==> src/rtl/cmp_pkg.sv <==
// cmp_pkg: shared constants, condition encodings and types for the compare-code decoder.
package cmp_pkg;

    localparam logic [7:0] CMP_CODE_EQ = 8'h00;
    localparam logic [7:0] CMP_CODE_GT = 8'h01;
    localparam logic [7:0] CMP_CODE_LT = 8'hFF;

    typedef enum logic [2:0] {
        COND_EQ     = 3'd0,
        COND_NE     = 3'd1,
        COND_GT     = 3'd2,
        COND_LT     = 3'd3,
        COND_GE     = 3'd4,
        COND_LE     = 3'd5,
        COND_ALWAYS = 3'd6,
        COND_NEVER  = 3'd7
    } cond_e;

    typedef enum logic {
        ST_EMPTY = 1'b0,
        ST_FULL  = 1'b1
    } state_e;

    typedef struct packed {
        logic eq;
        logic gt;
        logic lt;
        logic taken;
        logic err;
    } res_t;

endpackage

==> src/rtl/cmp_cond_eval.sv <==
// cmp_cond_eval: evaluates a 3-bit branch condition against a one-hot relation.
module cmp_cond_eval
    import cmp_pkg::*;
(
    input  logic       eq_i,
    input  logic       gt_i,
    input  logic       lt_i,
    input  logic       err_i,
    input  logic [2:0] cond_i,
    output logic       taken_o
);

    logic raw;

    always_comb begin
        raw = 1'b0;
        case (cond_e'(cond_i))
            COND_EQ:     raw = eq_i;
            COND_NE:     raw = ~eq_i;
            COND_GT:     raw = gt_i;
            COND_LT:     raw = lt_i;
            COND_GE:     raw = gt_i | eq_i;
            COND_LE:     raw = lt_i | eq_i;
            COND_ALWAYS: raw = 1'b1;
            default:     raw = 1'b0;
        endcase
    end

    // An illegal code never takes a branch, not even ALWAYS.
    assign taken_o = raw & ~err_i;

endmodule

==> src/rtl/cmp_code_decoder.sv <==
// cmp_code_decoder: one-entry registered decoder of compare codes with condition evaluation.
// Define CMP_DECODE_ERRCNT_EN to add the saturating illegal-code counter err_count.
module cmp_code_decoder
    import cmp_pkg::*;
#(
    parameter int ERRCNT_W = 8
) (
    input  logic                clk,
    input  logic                rst_n,
    input  logic                in_valid,
    output logic                in_ready,
    input  logic [7:0]          in_code,
    input  logic [2:0]          in_cond,
    output logic                out_valid,
    input  logic                out_ready,
    output logic                out_eq,
    output logic                out_gt,
    output logic                out_lt,
    output logic                out_taken,
    output logic                out_err,
    input  logic                err_clr
`ifdef CMP_DECODE_ERRCNT_EN
    ,
    output logic [ERRCNT_W-1:0] err_count
`endif
);

    state_e state_q, state_d;
    res_t   res_q, res_d, res_new;
    logic   accept, xfer, taken;

    assign in_ready  = (state_q == ST_EMPTY) | out_ready;
    assign out_valid = (state_q == ST_FULL);
    assign accept    = in_valid & in_ready;
    assign xfer      = out_valid & out_ready;

    assign res_new.eq    = (in_code == CMP_CODE_EQ);
    assign res_new.gt    = (in_code == CMP_CODE_GT);
    assign res_new.lt    = (in_code == CMP_CODE_LT);
    assign res_new.err   = ~(res_new.eq | res_new.gt | res_new.lt);
    assign res_new.taken = taken;

    cmp_cond_eval u_cond_eval (
        .eq_i    (res_new.eq),
        .gt_i    (res_new.gt),
        .lt_i    (res_new.lt),
        .err_i   (res_new.err),
        .cond_i  (in_cond),
        .taken_o (taken)
    );

    always_comb begin
        state_d = state_q;
        res_d   = res_q;
        if (accept) begin
            state_d = ST_FULL;
            res_d   = res_new;
        end else if (xfer) begin
            state_d = ST_EMPTY;
        end
    end

    always_ff @(posedge clk or negedge rst_n) begin
        if (!rst_n) begin
            state_q <= ST_EMPTY;
            res_q   <= '0;
        end else begin
            state_q <= state_d;
            res_q   <= res_d;
        end
    end

    assign out_eq    = res_q.eq;
    assign out_gt    = res_q.gt;
    assign out_lt    = res_q.lt;
    assign out_taken = res_q.taken;
    assign out_err   = res_q.err;

`ifdef CMP_DECODE_ERRCNT_EN
    logic [ERRCNT_W-1:0] cnt_q, cnt_d;

    // A clear coinciding with an illegal accept leaves exactly that one error counted.
    always_comb begin
        cnt_d = cnt_q;
        if (accept && res_new.err)
            cnt_d = err_clr ? ERRCNT_W'(1) : (&cnt_q ? cnt_q : cnt_q + ERRCNT_W'(1));
        else if (err_clr)
            cnt_d = '0;
    end

    always_ff @(posedge clk or negedge rst_n) begin
        if (!rst_n)
            cnt_q <= '0;
        else
            cnt_q <= cnt_d;
    end

    assign err_count = cnt_q;
`else
    logic unused_err_clr;
    assign unused_err_clr = err_clr;
`endif

endmodule

==> config.mk <==
export PLATFORM = sky130hd
export DESIGN_NAME = cmp_code_decoder
export DESIGN_NICKNAME = d
export VERILOG_FILES = /design/src/rtl/cmp_pkg.sv /design/src/rtl/cmp_cond_eval.sv /design/src/rtl/cmp_code_decoder.sv
export SDC_FILE = /design/constraint.sdc
export NUM_CORES = 1
export LEC_CHECK = 0
export ABC_AREA = 0
export CORE_AREA = 2 2 39 41
export DETAILED_ROUTE_END_ITERATION = 10
export DIE_AREA = 0 0 41 43
export DONT_BUFFER_PORTS = 1
export GPL_TIMING_DRIVEN = 1
export SYNTH_ARGS = -nofsm -noshare
export SYNTH_HDL_FRONTEND = slang
export SYNTH_SLANG_ARGS = --single-unit
==> constraint.sdc <==
create_clock -name clk -period 1.2 [get_ports clk]
set_input_delay 0.18 -clock clk [delete_from_list [all_inputs] [get_ports clk]]
set_output_delay 0.18 -clock clk [all_outputs]
set_load 0.1 [all_outputs]
### Word-level counts from Yosys, hierarchy flattened

Cells that the tools add are included.

* bits in registers: 6
* input bits: 16
* output and inout bits: 7
* word-level logic and storage cells: 30

* equality and inequality tests: 8
* multiplexer cells: 3
* bitwise logic cells: 10
* reduce and logical (&&, ||, !) cells: 3

Operators with widths (count)
* $eq 3x3->1 const B: 3
* $eq 8x1->1 const B: 1
* $eq 8x8->1 const B: 1
* $logic_not 8->1: 1
* $pmux 1 s7: 1
* $eq 3x2->1 const B: 2
* $or 1x1->1: 4
* $and 1x1->1: 3
* $eq 3x1->1 const B: 1
* $logic_not 3->1: 1
* $not 1->1: 3
* $mux 1: 2
* $reduce_bool 2->1: 1

### Logic depth before layout (Yosys ltp)

* word-level depth: 4
* depth in mapped cells: 5
* gate-level depth less buffers: 5

### By module

A second synthesis with hierarchy kept.

* cell total of the unflattened synthesis: 36
* area, all modules: 381.6 sq um

Modules (own cells, without submodules)
* cmp_code_decoder: times used 1, cells each 25, area an instance 295.3 sq um, sequential area each 150.1 sq um
* cmp_cond_eval: times used 1, cells each 11, area an instance 86.3 sq um, sequential area each 0.0 sq um

### Worst setup path before layout

Ideal clock, no wire load.

* kind: reg-to-reg
* start point: reg state_q (netlist: out_valid)
* end point: reg res_q (netlist bit out_taken)
* library setup time: 0.073 ns
* data arrival time: 2.681 ns
* required time: 1.127 ns
* slack: -1.554 ns
* stages on the path, launching flop included: 6
* path buffers: 0
* period minus slack after synthesis: 2.754 ns
* cell sequence: dfrtp_1 > nand2b_1 > nand2_2 > a221oi_2 > a211o_1 > a21oi_2

* longest elaborated chain between the ends: 3

RTL lines
* from (decl): line cmp_code_decoder.sv:28 `state_e state_q, state_d;`
* from (signal assigned): line cmp_code_decoder.sv:68 `state_q <= state_d;`
* $not 1->1: line cmp_code_decoder.sv:32 `assign in_ready = (state_q == ST_EMPTY) | out_ready;`
* $or 1x1->1: line cmp_code_decoder.sv:32
* via in_ready: line cmp_code_decoder.sv:11 `output logic in_ready,`
* $and 1x1->1: line cmp_code_decoder.sv:34 `assign accept = in_valid & in_ready;`
* to (signal assigned): line cmp_code_decoder.sv:69 `res_q <= res_d;`
* to (decl): line cmp_code_decoder.sv:29 `res_t res_q, res_d, res_new;`

The timed path passes the listed nets, and every way through them passes these cells.
A chain may end at the register's enable or synchronous reset.

### Final worst setup path

* start point: reg state_q (netlist: out_valid)
* end point: out in_ready

* longest elaborated chain between the ends: 2

RTL lines (line)
* $not 1->1: cmp_code_decoder.sv:32
* $or 1x1->1: cmp_code_decoder.sv:32
* to (decl): cmp_code_decoder.sv:11

Every way passes these cells.

==> impl_metrics.prom <==
# TYPE chip_impl_metric gauge
chip_impl_info{name="status",value="complete, but fails checks"} 1
chip_impl_info{name="failing_checks",value="negative setup slack"} 1
chip_impl_metric{name="total_count_of_hold_check_failures_in_the_final_report",unit=""} 0
chip_impl_metric{name="ys.warnings.count",unit=""} 0
chip_impl_info{name="tritoncts",value="yes"} 1
chip_impl_metric{name="post_route_cells_drive_above_1_share",unit=""} 0.500
chip_impl_metric{name="die_w",unit="um"} 41
chip_impl_metric{name="worst-slew-pin-transition",unit="ns"} 0.314
chip_impl_metric{name="ys_async_sr_fraction",unit=""} 1.00
chip_impl_metric{name="initialDrtViolationCount",unit=""} 1
chip_impl_metric{name="nNetsFinal",unit=""} 69
chip_impl_metric{name="grt_overflow_total",unit=""} 0
chip_impl_metric{name="ant_diodes",unit=""} 0
chip_impl_info{name="mostFrequentLayoutCells",value="9 x sky130_fd_sc_hd__buf_4, 5 x sky130_fd_sc_hd__dfrtp_1, 3 x sky130_fd_sc_hd__nand2_1, 3 x sky130_fd_sc_hd__clkbuf_4, 3 x sky130_fd_sc_hd__buf_12"} 1
chip_impl_metric{name="postSynthNetCount",unit=""} 50
chip_impl_metric{name="grt_antenna_before_repair",unit=""} 0
chip_impl_metric{name="drt_first_pass_iters",unit=""} 3
chip_impl_metric{name="critPathRequiredTime",unit="ns"} 1.02
chip_impl_metric{name="synth-seq-cells",unit=""} 6
chip_impl_metric{name="worst_skew_pair.late_latency",unit="ns"} 0.25
chip_impl_metric{name="worst_slew_margin_rel",unit=""} 0.789
chip_impl_metric{name="yosysSeqAreaShare",unit=""} 0.424
chip_impl_metric{name="drt-vias-per-instance",unit=""} 4.79
chip_impl_metric{name="areaGrowthSynthToFinish",unit="%"} 62.9
chip_impl_metric{name="vias",unit=""} 326
chip_impl_info{name="dominant_combinational_cell_family_by_area_after_synthesis",value="simple AND/OR/NAND/NOR gates"} 1
chip_impl_metric{name="crit_path_max_fanout",unit=""} 2
chip_impl_metric{name="post_drt_wl_per_cell",unit="um"} 11.2
chip_impl_metric{name="setup_viol",unit=""} 2
chip_impl_metric{name="netlist_area",unit="um^2"} 354
chip_impl_metric{name="yosys.area_share.simple",unit=""} 0.286
chip_impl_metric{name="grt_first_pass_wirelength",unit="um"} 1210
chip_impl_metric{name="fillCellCount",unit=""} 132
chip_impl_metric{name="finish.cell_count_without_fillers",unit=""} 68
chip_impl_metric{name="finalCritPeriodShare",unit=""} 1.05
chip_impl_metric{name="clk_pin_slew_worst_paths",unit="ns"} 0.05
chip_impl_info{name="synth_top_flop_cell",value="sky130_fd_sc_hd__dfrtp_1"} 1
chip_impl_info{name="clock_tree.root_cell",value="sky130_fd_sc_hd__clkbuf_4"} 1
chip_impl_metric{name="sequential_cell_area",unit="um^2"} 154
chip_impl_metric{name="cts-buffers-inserted",unit=""} 3
chip_impl_metric{name="mapped_cells",unit=""} 34
chip_impl_info{name="timing.setup.critical_path_class",value="reg2out"} 1
chip_impl_info{name="rsz_0062_raised_after_global_routing",value="true"} 1
chip_impl_metric{name="io_buffers",unit=""} 0
chip_impl_info{name="cp_slowest_cell",value="sky130_fd_sc_hd__dfrtp_4"} 1
chip_impl_metric{name="cp_data_arrival_time",unit="ns"} 1.08
chip_impl_metric{name="timing.final.max_slew_violations",unit=""} 0
chip_impl_metric{name="synthMuxAreaShare",unit=""} 0.0636
chip_impl_metric{name="post_synth_num_cell_types",unit=""} 24
chip_impl_metric{name="clock_period_minus_final_worst_setup_slack",unit="ns"} 1.26
chip_impl_metric{name="power_density",unit="nW/um^2"} 1070
chip_impl_metric{name="peak_supply_drop",unit="uV"} 263
chip_impl_info{name="crit_path_cell_trace",value="nand2b_4 -> buf_6 -> buf_12"} 1
chip_impl_metric{name="pin_count_of_the_biggest_net_entering_global_routing",unit=""} 7
chip_impl_metric{name="slowest_delay",unit="ns"} 0.48
chip_impl_info{name="synthTopCellsByArea",value="sky130_fd_sc_hd__dfrtp_1 42%, sky130_fd_sc_hd__a221oi_2 4.2%, sky130_fd_sc_hd__nand2b_1 3.5%"} 1
chip_impl_metric{name="row_count",unit=""} 14
chip_impl_metric{name="dp.cells",unit=""} 62
chip_impl_metric{name="share_of_the_synthesized_area_in_compound_gates_ao_oa_aoi_oai",unit=""} 0.201
chip_impl_metric{name="dieHeight",unit="um"} 43
chip_impl_metric{name="synthesized_area_per_cell",unit="um^2"} 10.4
chip_impl_metric{name="floorplan.initialDensity",unit=""} 0.256
chip_impl_metric{name="fin_worst_hold_slack",unit="ns"} 0.0370
chip_impl_info{name="start_kind",value="register"} 1
chip_impl_metric{name="fp.dieArea",unit="um^2"} 1760
chip_impl_metric{name="route.detailed.drc",unit=""} 0
chip_impl_metric{name="drt.antenna.violating_nets",unit=""} 0
chip_impl_metric{name="grt_usage",unit=""} 0.109
chip_impl_metric{name="wirelength_routed",unit="um"} 764
chip_impl_metric{name="post-route-worst-setup-slack",unit="ns"} -0.0629
chip_impl_info{name="mostFrequentLayoutCell",value="sky130_fd_sc_hd__buf_4"} 1
chip_impl_metric{name="multi_input_comb_area",unit="um^2"} 228
chip_impl_metric{name="first_global_vias",unit=""} 315
chip_impl_metric{name="skew",unit="ns"} 0.00749
chip_impl_metric{name="clock.fmax",unit="GHz"} 0.792
chip_impl_metric{name="yosys.area_share.xor_xnor",unit=""} 0.0247
chip_impl_metric{name="post_synth_fa_ha_maj_area_fraction",unit=""} 0
chip_impl_metric{name="power.leakage",unit="nW"} 0.251
chip_impl_metric{name="cap_violations",unit=""} 0
chip_impl_metric{name="hpwl",unit="um"} 611
chip_impl_metric{name="tritoncts_num_sinks",unit=""} 6
chip_impl_info{name="synth.largest_area_cell",value="sky130_fd_sc_hd__dfrtp_1"} 1
chip_impl_info{name="hp-class",value="in2reg"} 1
chip_impl_metric{name="synth-edff-count",unit=""} 0
chip_impl_metric{name="cts.htree.levels",unit=""} 1
chip_impl_metric{name="netlist.area_leader.share",unit=""} 0.424
chip_impl_metric{name="place.gp.congestion",unit=""} 0.730
chip_impl_metric{name="coreArea",unit="um^2"} 1380
chip_impl_metric{name="clock_path_buffers",unit=""} 2
chip_impl_info{name="worstSetupEndpointType",value="output pin"} 1
chip_impl_metric{name="floorplan.io_pins",unit=""} 23
## through the flow
stage / utilization / setup TNS, ns / power (mW) / worst slack (ns) / area (um^2)
2_1_floorplan: - / -1.45 / 0.356 / -0.422 / 370
3_3_place_gp: 0.365 / -0.587 / 0.392 / -0.248 / 505
3_5_place_dp: 0.365 / -0.580 / 0.392 / -0.245 / 505
4_1_cts: 0.412 / -0.116 / 0.625 / -0.0776 / 571
5_1_grt: 0.417 / -0.206 / 0.654 / -0.104 / 577
6_report: 0.417 / -0.100 / 0.616 / -0.0629 / 577
## layer usage
metal / track usage / wire (um) / vias to the layer above
met4: 0.120 / 14 / 0
met5: 0 / 0 / -
met3: 0.0471 / 98 / 2
li1: - / - / 168
met1: 0.114 / 324 / 136
met2: 0.144 / 327 / 20
## power breakdown
part | internal (mW) | total [mW] | leakage [nW] | switching (mW)
registers | 0.214 | 0.221 | 0.0767 | 0.00785
logic | 0.0653 | 0.188 | 0.159 | 0.123
clock network | 0.126 | 0.207 | 0.0150 | 0.0801
total | 0.405 | 0.616 | 0.251 | 0.211
## worst paths after layout
kind	from	endpoint	slack, ns	cells past startpoint
worst max-delay path	out_valid$_DFFE_PN0P_	in_ready	-0.06	3
min in group asynchronous	rst_n	out_valid$_DFFE_PN0P_	0.24	1
max in group asynchronous	rst_n	out_valid$_DFFE_PN0P_	0.72	1
worst min-delay path	in_valid	out_valid$_DFFE_PN0P_	0.04	1
worst max register to register	out_valid$_DFFE_PN0P_	out_taken$_DFFE_PN0P_	-0.04	6
worst min register to register	out_err$_DFFE_PN0P_	out_err$_DFFE_PN0P_	0.48	1
## Yosys cell counts, types with 2 or more instances
cell type                  count
sky130_fd_sc_hd__dfrtp_1       6
sky130_fd_sc_hd__nor3_1        2
sky130_fd_sc_hd__nand4_1       2
sky130_fd_sc_hd__nand2b_1      2
sky130_fd_sc_hd__nand2_1       3
## critical path, delay by kind of cell (launching register included)
family                 cells  cell delay, ns
buffers and inverters      2            0.26
and+or+nand+nor            1            0.09
DFF                        1            0.48
## cell type report
cell class,instances,share of cell area
tap,16,0.0347
multi-input combinational,28,0.395
clock buffer,4,0.0456
timing repair buffer,14,0.258
sequential,6,0.267
## flip-flops by register name (all words and copies together), names as in the netlist
signal / flops
out_err: 1
out_lt: 1
out_valid: 1
out_taken: 1
out_eq: 1
out_gt: 1
## cell families (layout without fill, tap and decap cells)
family / after synthesis / after routing
multiplexers: 2 / 2
AND/OR/NAND/NOR: 16 / 16
buffers and inverters: 0 / 18
flip-flops: 6 / 6
XOR/XNOR: 1 / 1
AO/OA/AOI/OAI: 9 / 9
## what timing repair did
| item | CTS | global route |
|---|---|---|
| cloned | 0 | 0 |
| endpoints found under the hold margin | 6 | 0 |
| setup endpoints to repair | 3 | 3 |
| pin swaps | 0 | 0 |
| resized for setup | 5 | 1 |
| buffers inserted | 1 | 0 |
| hold buffers | 1 | 0 |
Note: power is estimated with default switching activity, not from simulation.
